[src/rtl/ntt_bram_sched.sv]
// ntt_bram_sched: address/strobe sequencer for an in-place radix-2 DIF NTT over one BRAM
module ntt_bram_sched #(
  parameter int LOGN   = 11,
  parameter int BF_LAT = 4
) (
  input  logic            clk,
  input  logic            rst,
  input  logic            start,
  output logic            busy,
  output logic            done,
  output logic [LOGN-1:0] stage,
  output logic [LOGN-1:0] rd_addr,
  output logic            wr_en,
  output logic [LOGN-1:0] wr_addr,
  output logic            wr_sel,
  output logic            bf_ld_a,
  output logic            bf_go,
  output logic [LOGN-2:0] tw_idx
);
  localparam int D = BF_LAT + 2;
  localparam logic [1:0] IDLE = 2'd0, ISSUE = 2'd1, DRAIN = 2'd2;
  localparam logic [LOGN-1:0] TOP = LOGN'(LOGN - 1);
  logic [1:0] state_q, state_d;
  logic [LOGN-1:0] stage_q, stage_d;
  logic [LOGN-2:0] j_q, j_d, tw_q, tw_d, tw;
  logic ph_q, ph_d, go_q, go_d, done_q, done_d;
  logic [3:0] dcnt_q, dcnt_d;
  logic [D-1:0] v_q, v_d, s_q, s_d;
  logic [LOGN-1:0] pa_q [D];
  logic [LOGN-1:0] pa_d [D];
  logic [LOGN-1:0] h, mask, jw, a, b;
  always_comb begin
    h = LOGN'(1) << (TOP - stage_q);
    mask = h - LOGN'(1);
    jw = {1'b0, j_q};
    a = ((jw & ~mask) << 1) | (jw & mask);
    b = a | h;
    tw = (j_q & mask[LOGN-2:0]) << stage_q;
    rd_addr = (state_q == ISSUE) ? (ph_q ? b : a) : '0;
    state_d = state_q;
    stage_d = stage_q;
    j_d = j_q;
    ph_d = ph_q;
    dcnt_d = dcnt_q;
    done_d = 1'b0;
    go_d = (state_q == ISSUE) && ph_q;
    tw_d = go_d ? tw : tw_q;
    // write-back pipeline: one slot per read, retimed by BF_LAT+2
    v_d = {v_q[D-2:0], state_q == ISSUE};
    s_d = {s_q[D-2:0], ph_q};
    pa_d[0] = rd_addr;
    for (int i = 1; i < D; i++) pa_d[i] = pa_q[i-1];
    if (state_q == IDLE && start && !done_q) begin
      state_d = ISSUE;
      stage_d = '0;
      j_d = '0;
      ph_d = 1'b0;
    end else if (state_q == ISSUE) begin
      ph_d = ~ph_q;
      if (ph_q) j_d = j_q + (LOGN-1)'(1);
      if (ph_q && &j_q) begin
        state_d = DRAIN;
        dcnt_d = '0;
      end
    end else if (state_q == DRAIN) begin
      dcnt_d = dcnt_q + 4'd1;
      if (dcnt_q == 4'(D - 1)) begin
        state_d = (stage_q == TOP) ? IDLE : ISSUE;
        done_d = (stage_q == TOP);
        stage_d = (stage_q == TOP) ? stage_q : stage_q + LOGN'(1);
        ph_d = 1'b0;
      end
    end
  end
  always_ff @(posedge clk or posedge rst) begin
    if (rst) begin
      state_q <= IDLE;
      stage_q <= '0;
      j_q <= '0;
      ph_q <= 1'b0;
      dcnt_q <= '0;
      done_q <= 1'b0;
      go_q <= 1'b0;
      tw_q <= '0;
      v_q <= '0;
      s_q <= '0;
      for (int i = 0; i < D; i++) pa_q[i] <= '0;
    end else begin
      state_q <= state_d;
      stage_q <= stage_d;
      j_q <= j_d;
      ph_q <= ph_d;
      dcnt_q <= dcnt_d;
      done_q <= done_d;
      go_q <= go_d;
      tw_q <= tw_d;
      v_q <= v_d;
      s_q <= s_d;
      for (int i = 0; i < D; i++) pa_q[i] <= pa_d[i];
    end
  end
  assign busy = state_q != IDLE;
  assign done = done_q;
  assign stage = stage_q;
  assign bf_ld_a = (state_q == ISSUE) && ph_q;
  assign bf_go = go_q;
  assign tw_idx = tw_q;
  assign wr_en = v_q[D-1];
  assign wr_sel = s_q[D-1];
  assign wr_addr = pa_q[D-1];
endmodule

[config.mk]
export PLATFORM = sky130hd
export DESIGN_NAME = ntt_bram_sched
export DESIGN_NICKNAME = d
export VERILOG_FILES = /design/src/rtl/ntt_bram_sched.sv
export SDC_FILE = /design/constraint.sdc
export NUM_CORES = 1
export LEC_CHECK = 0
export CORE_ASPECT_RATIO = 1.1
export CORE_UTILIZATION = 57
export CTS_CLUSTER_DIAMETER = 200
export DETAILED_ROUTE_END_ITERATION = 6
export PLACE_DENSITY_LB_ADDON = 0.25
export SYNTH_ARGS = -nofsm -noshare
export SYNTH_HDL_FRONTEND = slang
export SYNTH_SLANG_ARGS = --single-unit
[constraint.sdc]
create_clock -name clk -period 8.8 [get_ports clk]
set_input_delay 0.88 -clock clk [delete_from_list [all_inputs] [get_ports clk]]
set_output_delay 0.88 -clock clk [all_outputs]
set_load 0.1 [all_outputs]
==> metrics.md <==
| Metric | Value |
|---|---|
| Status | `complete, but fails checks` |
| Failing checks | `design-rule violations` |
| Clock slew seen by the registers of the worst setup and hold paths | `0.06 ns` |
| Top-area cell type share of the netlist area | `56.41%` |
| Period minus WS final | `~7 ns` |
| Die H | `between 100 and 150 um` |
| Port bufs | `51` |
| DR vias/cell | `slightly above 6` |
| Vias in the first global route | `around 4,000` |
| H-tree Lvls | `4` |
| F_max | `~140 MHz` |
| Sw Ratio | `between 40% and 50%` |
| Hold Path Depth | `0` |
| Crit. End Element | `output port` |
| Fin area | `roughly 0.0063 mm^2` |
| Cts bufs inserted | `17` |
| Pwr dens | `444.8 mW/mm^2` |
| WL per Instance | `about 21 um` |
| Slowest cell delay on critical path | `1.19 ns` |
| DRC errors left | `2` |
| Clock share of power | `between 20% and 30%` |
| CTS tree | `built` |
| Number of hold buffers added after cts | `0` |
| Die width | `just over 90 um` |
| Vias | `slightly above 4,000` |
| GRT Residual Overflow | `0` |
| TNS Setup | `0 ns` |
| Core box area | `between 0.008 and 0.009 mm^2` |
| Initial antenna violation count | `0` |
| Resized Gates After CTS | `0` |
| Post-route ant nets | `0` |
| Leading cell type in the layout, fill and taps excluded | `dfrtp_1` |
| P&R area growth vs syn | `20.20%` |
| Layout cells sized above 1 | `between 10% and 20%` |
| Worst Tran Pin Value | `between 1 and 1.5 ns` |
| Clk_skew | `0.009621 ns` |
| First-pass GRT wire length | `21,290 um` |
| Iter 0 DRT Violations | `roughly 310` |
| Setup repair bufs after CTS | `0` |
| Int Power | `about 1.5 mW` |
| HPWL Detailed | `approximately 8800 um` |
| Synth area leader | `dfrtp_1` |
| Synth top area cells | `dfrtp_1, nand2_1, nor2_1` |
| EDFF count, synth | `0` |
| Mapped cell area | `between 0.005 and 0.006 mm^2` |
| Max VDD drop | `~0.37 mV` |
| Most frequent cells in the layout | `dfrtp_1, clkdlybuf4s50_1, nand2_1` |
| Routability cong. | `roughly 0.95` |
| Part of the cycle the worst path needs | `79.71%` |
| Comb power frac | `a little under half` |
| Avg Inst Size Synth | `10.55 um^2` |
| RSZ-0062 raised after global routing | `false` |
| Pin count of the biggest net entering global routing | `between 80 and 90` |
| Final wirelength | `13,510 um` |
| Critical-path maximum fanout | `25` |
| Critical path type | `reg -> out` |
| Post-DP Area | `between 0.005 and 0.006 mm^2` |
| P_leak | `between 2 and 3 nW` |
| Netlist cell types | `just under 70` |
| Cell Rows | `36` |
| Worst path slowest cell | `clkdlybuf4s50_1` |
| Most used DFF post-synth | `dfrtp_1` |
| Ant. Diodes | `0` |
| Final setup fails | `0` |
| Top Ports | `52` |
| Skew-Pair Late Insertion Delay | `between 0.5 and 0.6 ns` |
| Syn nets | `508` |
| Worst path cell trace | `clkinv_1 > ha_1 > nor2_1 > nand3_1 > ha_1 > inv_1 > nand3_1 > o32ai_1 > mux2i_2 > a22oi_1 > a21oi_1 > clkdlybuf4s50_1` |
| Total GRT Usage | `a little under a third` |
| Root Driver | `clkbuf_8` |
| Synth warn | `0` |
| Yosys reg bits | `between 100 and 150` |
| Max cap viols | `0` |
| DRT Pass-1 Iters | `7` |
| Rel. slew slack | `between 30% and 40%` |
| CTS sink cnt | `~120` |
| Max Slew Vio Count | `0` |
| DIE AREA | `around 0.0096 mm^2` |
| Post-synth ARST share | `100.0%` |
| Startpoint class of the critical path | `register` |
| Final hold vios | `0` |
| R2R cell count | `12` |
| Gate Count Post-Synth | `between 400 and 500` |
| Critical path arrival | `a little over 6 ns` |
| Starting Density | `around three fifths` |
| Worst endpoint required time | `7.92 ns` |
| P_sw | `approximately 1.3 mW` |
| Clock Path Buffers | `2` |
| Seq pwr share | `between 20% and 30%` |
| Final nets | `about 540` |
| Seq/Total Area, Yosys | `approximately 56%` |
| Worst Hold Class | `reg -> reg` |
==> power by group through the flow <==
stage               combinational, mW  clock, mW  sequential, mW
floorplan                       0.675          0            1.13
global placement                 1.23          0           0.825
detailed placement               1.25          0           0.834
CTS                              1.26      0.710           0.831
global route                     1.33      0.737           0.850
finish                           1.26      0.702           0.835
==> through the flow <==
stage	worst slack [ns]	power (mW)	hold slack [ns]	instances	util, %
finish	1.786	2.799	0.3472	657	70.91
global route	1.400	2.912	0.3467	657	70.91
CTS	1.909	2.798	0.3471	657	70.91
detailed placement	2.489	2.080	0.3347	625	64.14
global placement	2.521	2.058	0.3312	625	64.14
floorplan	3.879	1.808	0.3312	496	-
==> flip-flops by register name, summed over array words and instances (netlist names) <==
| register | cells |
|---|---|
| ph_q | 1 |
| state_q | 2 |
| pa_d | 55 |
| wr_addr | 11 |
| bf_go | 1 |
| tw_idx | 10 |
| j_q | 10 |
| v_q | 6 |
| done | 1 |
| s_q | 6 |
| dcnt_q | 4 |
| stage | 11 |
==> layer usage <==
layer  GRT usage (%)  vias to the layer above  wire, um
met5               0                        -         0
met4           12.54                        0       350
met3           7.891                       32       841
met2           49.72                      195      6758
met1           38.13                     2021      5561
li1                -                     1838         -
==> Yosys cell counts (3+ instances only) <==
master / instances
a21oi_1: 21
a22o_1: 3
a22oi_1: 7
a31oi_1: 10
and2_1: 3
and3_1: 5
buf_2: 4
buf_4: 14
clkbuf_1: 17
dfrtp_1: 118
ha_1: 9
inv_1: 15
mux2i_1: 3
nand2_1: 48
nand3_1: 27
nand4_1: 9
nor2_1: 39
nor3_1: 16
o211ai_1: 5
o21a_1: 4
o21ai_0: 24
o22ai_1: 4
o311ai_0: 4
o31ai_1: 7
or2_2: 6
or3_1: 7
xnor2_1: 9
xor2_1: 7
==> worst paths after layout <==
check | start | end | slack [ns]
worst max-delay path | stage[0] | rd_addr[7] | 1.79
worst min-delay path | pa_d[54] | pa_d[43] | 0.35
worst max register to register | stage[0] | tw_idx[7] | 3.91
worst min register to register | pa_d[54] | pa_d[43] | 0.35
max in group asynchronous | rst | j_q[8] | 6.72
min in group asynchronous | rst | dcnt_q[0] | 0.72
==> critical path, delay by kind of cell, from the launching register on <==
| kind | cells | cell delay, ns |
|---|---|---|
| fa+ha+maj | 2 | 1.28 |
| mux | 1 | 0.30 |
| compound gates | 3 | 0.53 |
| simple gates | 3 | 0.57 |
| buf+inv | 3 | 2.07 |
| flops | 1 | 0.86 |
==> layout make-up <==
class | count | area [um^2]
Clock buffer | 18 | 427.9
Clock inverter | 14 | 172.7
Fill cell | 645 | 2581
Inverter | 17 | 66.31
Multi-Input combinational cell | 323 | 2004
Sequential cell | 118 | 2953
Tap cell | 114 | 142.6
Timing Repair Buffer | 53 | 525.5
==> logic make-up after synthesis <==
logic type / after synthesis / share of synthesized area, %
xor gates and xnor gates: 16 / 2.677
AOI/OAI and AO/OA: 114 / 15.25
and+or+nand+nor: 178 / 16.85
muxes: 6 / 1.267
buffers and inverters: 55 / 5.401
adders and majority gates: 9 / 2.151
DFF: 118 / 56.41
No activity file was read; power rests on OpenSTA's default activity.
